**src/rtl/ms_pkg.sv**
```systemverilog
// Shared definitions for the millisecond countdown timer: default prescale
// ratio and the two-state controller encoding.
package ms_pkg;

    localparam int CYCLES_PER_MS_DEFAULT = 2500;

    typedef enum logic {
        IDLE = 1'b0,
        RUN  = 1'b1
    } ms_state_t;

endpackage

```
**src/rtl/ms_countdown_if.sv**
```systemverilog
// Control and status bundle for ms_countdown; master drives requests,
// slave (the timer) returns the count and status flags.
interface ms_countdown_if #(
    parameter int WIDTH = 32
);
    // load is a single-cycle request that is always accepted on the edge it is
    // sampled (no ready); tick is a one-cycle pulse; expired is sticky until ack.
    logic             en;
    logic             load;
    logic [WIDTH-1:0] load_val;
    logic             auto_reload;
    logic             ack;
    logic [WIDTH-1:0] out;
    logic             tick;
    logic             busy;
    logic             expired;

    modport master (
        output en, load, load_val, auto_reload, ack,
        input  out, tick, busy, expired
    );

    modport slave (
        input  en, load, load_val, auto_reload, ack,
        output out, tick, busy, expired
    );

endinterface

```
**src/rtl/ms_prescaler.sv**
```systemverilog
// Divides the clock down to one wrap pulse per CYCLES_PER_MS enabled cycles.
// CYCLES_PER_MS must be at least 2 so the counter has a nonzero width.
module ms_prescaler
    import ms_pkg::*;
#(
    parameter int CYCLES_PER_MS = CYCLES_PER_MS_DEFAULT
) (
    input  logic clk,
    input  logic rst,
    input  logic en,
    input  logic clr,
    output logic wrap
);

    localparam int            PW   = $clog2(CYCLES_PER_MS);
    localparam logic [PW-1:0] LAST = PW'(CYCLES_PER_MS - 1);

    logic [PW-1:0] cnt;

    always_ff @(posedge clk) begin
        if (rst || clr) begin
            cnt <= '0;
        end else if (en) begin
            cnt <= (cnt == LAST) ? '0 : cnt + PW'(1);
        end
    end

    assign wrap = en && (cnt == LAST);

endmodule

```
**src/rtl/ms_countdown.sv**
```systemverilog
// Millisecond countdown timer with optional auto-reload and a sticky
// expired flag; prescaling lives in ms_prescaler.
module ms_countdown
    import ms_pkg::*;
#(
    parameter int CYCLES_PER_MS = CYCLES_PER_MS_DEFAULT,
    parameter int WIDTH         = 32
) (
    input  logic      clk,
    input  logic      rst,
    ms_countdown_if.slave bus,
    output ms_state_t state_dbg
);

    ms_state_t        state, state_n;
    logic [WIDTH-1:0] count, count_n;
    logic [WIDTH-1:0] reload_reg, reload_n;
    logic             tick_q, tick_n;
    logic             expired_q, expired_n;
    logic             exp_set;
    logic             running, wrap, dec, reload_now, clr;

    assign running = (state == RUN);
    // RUN with a zero count only occurs after an auto-reload expiry.
    assign reload_now = running && bus.en && (count == '0);
    assign dec        = running && wrap && (count != '0);
    assign clr        = bus.load || !running || reload_now;

    ms_prescaler #(
        .CYCLES_PER_MS(CYCLES_PER_MS)
    ) u_prescaler (
        .clk  (clk),
        .rst  (rst),
        .en   (bus.en && running),
        .clr  (clr),
        .wrap (wrap)
    );

    always_comb begin
        state_n  = state;
        count_n  = count;
        reload_n = reload_reg;
        tick_n   = 1'b0;
        exp_set  = 1'b0;
        if (bus.load) begin
            count_n  = bus.load_val;
            reload_n = bus.load_val;
            state_n  = (bus.load_val != '0) ? RUN : IDLE;
            exp_set  = (bus.load_val == '0);
        end else if (reload_now) begin
            count_n = reload_reg;
        end else if (dec) begin
            count_n = count - WIDTH'(1);
            tick_n  = 1'b1;
            if (count == WIDTH'(1)) begin
                exp_set = 1'b1;
                state_n = bus.auto_reload ? RUN : IDLE;
            end
        end
        // A new expiry outranks a simultaneous acknowledge.
        expired_n = exp_set ? 1'b1 : (bus.ack ? 1'b0 : expired_q);
    end

    always_ff @(posedge clk) begin
        if (rst) begin
            state      <= IDLE;
            count      <= '0;
            reload_reg <= '0;
            tick_q     <= 1'b0;
            expired_q  <= 1'b0;
        end else begin
            state      <= state_n;
            count      <= count_n;
            reload_reg <= reload_n;
            tick_q     <= tick_n;
            expired_q  <= expired_n;
        end
    end

    assign bus.out     = count;
    assign bus.tick    = tick_q;
    assign bus.busy    = running;
    assign bus.expired = expired_q;
    assign state_dbg   = state;

endmodule

```
**src/flat_wrapper.sv**
```systemverilog
// flat-port wrapper written by rule: the top's interface ports become plain ports
module ms_countdown_flat import ms_pkg::*;
#(
    parameter int CYCLES_PER_MS = CYCLES_PER_MS_DEFAULT,
    parameter int WIDTH         = 32
)
  (clk, rst, state_dbg, bus_en, bus_load, bus_load_val, bus_auto_reload, bus_ack, bus_out, bus_tick, bus_busy, bus_expired);
  ms_countdown_if #(.WIDTH(WIDTH)) bus_i ();
  input  logic clk;
  input  logic rst;
  output ms_state_t state_dbg;
  input wire logic [$bits(bus_i.en)-1:0] bus_en;
  input wire logic [$bits(bus_i.load)-1:0] bus_load;
  input wire logic [$bits(bus_i.load_val)-1:0] bus_load_val;
  input wire logic [$bits(bus_i.auto_reload)-1:0] bus_auto_reload;
  input wire logic [$bits(bus_i.ack)-1:0] bus_ack;
  output wire logic [$bits(bus_i.out)-1:0] bus_out;
  output wire logic [$bits(bus_i.tick)-1:0] bus_tick;
  output wire logic [$bits(bus_i.busy)-1:0] bus_busy;
  output wire logic [$bits(bus_i.expired)-1:0] bus_expired;
  assign bus_i.en = bus_en;
  assign bus_i.load = bus_load;
  assign bus_i.load_val = bus_load_val;
  assign bus_i.auto_reload = bus_auto_reload;
  assign bus_i.ack = bus_ack;
  assign bus_out = bus_i.out;
  assign bus_tick = bus_i.tick;
  assign bus_busy = bus_i.busy;
  assign bus_expired = bus_i.expired;
  ms_countdown #(.CYCLES_PER_MS(CYCLES_PER_MS), .WIDTH(WIDTH)) u_core (.clk(clk), .rst(rst), .bus(bus_i), .state_dbg(state_dbg));
endmodule
```
**config.mk**
```make
export PLATFORM = sky130hd
export DESIGN_NAME = ms_countdown_flat
export DESIGN_NICKNAME = d
export VERILOG_FILES = /design/src/rtl/ms_pkg.sv /design/src/rtl/ms_countdown_if.sv /design/src/rtl/ms_prescaler.sv /design/src/rtl/ms_countdown.sv /design/src/flat_wrapper.sv
export SDC_FILE = /design/constraint.sdc
export NUM_CORES = 1
export LEC_CHECK = 0
export BUFFER_PORTS_ARGS = -buffer_cell sky130_fd_sc_hd__buf_2
export CORE_MARGIN = 2
export CORE_UTILIZATION = 45
export CTS_BUF_LIST = sky130_fd_sc_hd__clkbuf_4 sky130_fd_sc_hd__clkbuf_8 sky130_fd_sc_hd__clkbuf_16
export CTS_CLUSTER_DIAMETER = 50
export DETAILED_ROUTE_END_ITERATION = 10
export PLACE_DENSITY_LB_ADDON = 0.08
export SLEW_MARGIN = 25
export SYNTH_ARGS = -nofsm -noshare
export SYNTH_HDL_FRONTEND = slang
export SYNTH_SLANG_ARGS = --single-unit
```
**constraint.sdc**
```tcl
create_clock -name clk -period 2.6 [get_ports clk]
set_input_delay 0.13 -clock clk [delete_from_list [all_inputs] [get_ports clk]]
set_output_delay 0.13 -clock clk [all_outputs]
set_load 0.05 [all_outputs]
```
==> results.sh <==
export IMPL_drtAntennaViolNets=0
export IMPL_fin_tns_setup_ps=0
export IMPL_cts_tree="built"
export IMPL_drv_slew=0
export IMPL_wl_per_cell_um=18.0
export IMPL_synth_xor_area_share_pct=4.29
export IMPL_numCtsBuffers=9
export IMPL_ys_types=64
export IMPL_clkLatencyLatePin_ps=350
export IMPL_start_util_pct=46.4
export IMPL_clockBufferDepth=2
export IMPL_place_area_mm2=0.00503
export IMPL_drive_above_1_share_pct=24.7
export IMPL_ir_worst_vdd_mv=0.296
export IMPL_root_buffer="clkbuf_8"
export IMPL_routed_via_density=5.86
export IMPL_syn_instance_count=521
export IMPL_place_ws_ps=120
export IMPL_start_kind="register"
export IMPL_maxCapViolations=0
export IMPL_grt_max_degree=51
export IMPL_die_y_um=102
export IMPL_synth_top_cells_by_area="dfxtp_1 (37%), nor2_1 (6.5%), mux2i_1 (4.7%), a21oi_1 (4.5%), nand2_1 (3.8%)"
export IMPL_grt_first_pass_wirelength_um=22000
export IMPL_synth_top_cell_by_area="dfxtp_1"
export IMPL_die_area_mm2=0.0103
export IMPL_grt_ovfl_total=0
export IMPL_async_flop_share_pct=0
export IMPL_min_path_type="primary input to register"
export IMPL_path_max_fanout=27
export IMPL_p_total_w=0.00290
export IMPL_maxSlewHeadroom_pct=53.9
export IMPL_skew_ps=8.33
export IMPL_syn2layout_area_growth_pct=21.5
export IMPL_path_cells="nor4_4, nand4_1, or4_1, nand2_4, o221ai_1, a311oi_1"
export IMPL_yosys_area_share_simple_pct=27.9
export IMPL_synth_edf_count=0
export IMPL_rsz0062_at_grt="false"
export IMPL_layout_setup_ws_ps=104
export IMPL_powerDensity_mw_per_mm2=557
export IMPL_drcViolationCount=0
export IMPL_worst_setup_path_end_kind="register"
export IMPL_antenna_found_initial=0
export IMPL_avgSynthCellArea_um2=8.23
export IMPL_status="finished, final reports clean"
export IMPL_vias=4414
export IMPL_wl_um=13600
export IMPL_min_path_cells=3
export IMPL_leakage_nw=2.13
export IMPL_synthFlopType="dfxtp_1"
export IMPL_synth_top_cell_area_share_pct=36.9
export IMPL_clkSinkCount=79
export IMPL_synth_seq_cells=79
export IMPL_cp_slowest_stage_delay_ps=610
export IMPL_synth_area_mm2=0.00429
export IMPL_ios=74
export IMPL_fin_crit_sh_pct=96.0
export IMPL_yosysWarnings=0
export IMPL_place_inst=738
export IMPL_yosys_mux_area_fraction_pct=4.93
export IMPL_synth_top_family_by_area="simple AND/OR/NAND/NOR gates"
export IMPL_dp_hpwl_um=9680
export IMPL_synth_compound_area_share_pct=21.1
export IMPL_dr_pass1_iters=5
export IMPL_ys_seq_area_share_pct=36.9
export IMPL_worst_ep_required_time_ps=2860
export IMPL_drtIter0Drc=308
export IMPL_core_area_mm2=0.00924
export IMPL_yosys_area_share_adder_pct=0.875
export IMPL_crit_buf_inv=0
export IMPL_worst_pin_slew_ps=691
export IMPL_crit_type="register to register"
export IMPL_period_minus_slack_ps=2500
export IMPL_grt_usage_pct=27.2
export IMPL_rows=35
export IMPL_hold_violations=0
export IMPL_cts_clk_slew_worst_paths_ps=90
export IMPL_cp_slowest_cell="or4_1"
export IMPL_h_tree_depth=3
export IMPL_critPathTopFamily="simple AND/OR/NAND/NOR gates"
export IMPL_final_cell_area_mm2=0.00521
export IMPL_crit_cells=6
export IMPL_syn_nets=562
export IMPL_portBuffers=73
export IMPL_die_w_um=102
export IMPL_setup_violations=0
export IMPL_cp_data_arrival_time_ps=2760
export IMPL_nets=661
export IMPL_final_cell_mix="dfxtp_1 (79), nor2_1 (74), buf_2 (73), buf_4 (47), nand2_1 (44)"
export IMPL_final_cell_count_no_fill=753
export IMPL_finalWeightedCongestion=0.920
export IMPL_grt_pass1_vias=4136
export IMPL_post_cts_buffers=0
export IMPL_diodes=0
export IMPL_clock_fmax_mhz=401
export IMPL_final_common_cell="dfxtp_1"
export IMPL_worstRegToRegCells=6
synthesized netlist by cell type, types with 3 or more instances:
cell type and count:
or4_1 4, a22oi_1 3, xor2_1 11, nand3_1 18, o21a_1 5, a211oi_1 7, nor4b_1 3, buf_4 3
nor3_2 3, a311oi_1 8, o32ai_1 3, or3_1 8, o31ai_1 5, xnor2_1 10, clkbuf_1 22, buf_2 4
nand4_1 10, and3_1 4, nand4b_1 3, nor4_4 3, nor2_1 74, nor3_1 14, nand2_1 44, a21oi_1 39
and4_1 4, a31oi_1 3, or2_2 3, o211ai_1 8, dfxtp_1 79, ha_1 3, inv_1 8, mux2i_1 20
o21ai_0 18, o221ai_1 11, nor4_1 17
where the power goes:
part	switching [W]	leakage, nW	internal, W
logic	0.000420	1.39	0.000232
clock network	0.000465	0.0960	0.000458
registers	0.0000597	0.649	0.00127
total	0.000945	2.13	0.00196
tightest hold or removal path, delay by kind of cell:
kind | cells | cell delay (ps)
multiplexers | 1 | 60
AND/OR/NAND/NOR | 1 | 70
buffers and inverters | 1 | 100
per-stage QoR:
stage	hold slack, ps	utilization [%]
global route	41.3	56.4
CTS	21.8	56.4
floorplan	268	-
detailed placement	395	54.4
global placement	387	54.4
finish	42.5	56.4
kinds of logic (layout without fill, tap and decap cells):
group,after synthesis,after routing
compound gates,132,132
xor+xnor,21,21
fa+ha+maj,3,3
buf+inv,40,143
flops,79,79
mux,21,21
simple gates,225,225
area by class of cell:
class / instances / area [um2]
fill: 884 / 4030
multi-input combinational: 402 / 2540
sequential: 79 / 1580
timing repair buffer: 120 / 718
tap: 129 / 161
clock buffer: 11 / 139
clock inverter: 4 / 47.5
inverter: 8 / 30.0
layer usage:
metal	wire [um]	GRT usage (%)
met3	989	5.24
met1	6350	39.6
met5	0	0
met2	6070	40.8
met4	173	7.90
path summary, 6_finish.rpt:
check / startpoint / end / slack (ps)
max: u_core.bus.out[4] / u_core.bus.out[27] / 100
max reg2reg: u_core.bus.out[4] / u_core.bus.out[27] / 100
min: bus_load_val[1] / u_core.reload_reg[1] / 40
min reg2reg: u_core.reload_reg[9] / u_core.reload_reg[9] / 470
what timing repair did:
item | in CTS | in global routing
resized for setup | 0 | 1
setup endpoints to repair | 0 | 1
hold buffers | 0 | 0
Note: power is estimated with default switching activity, not from simulation.
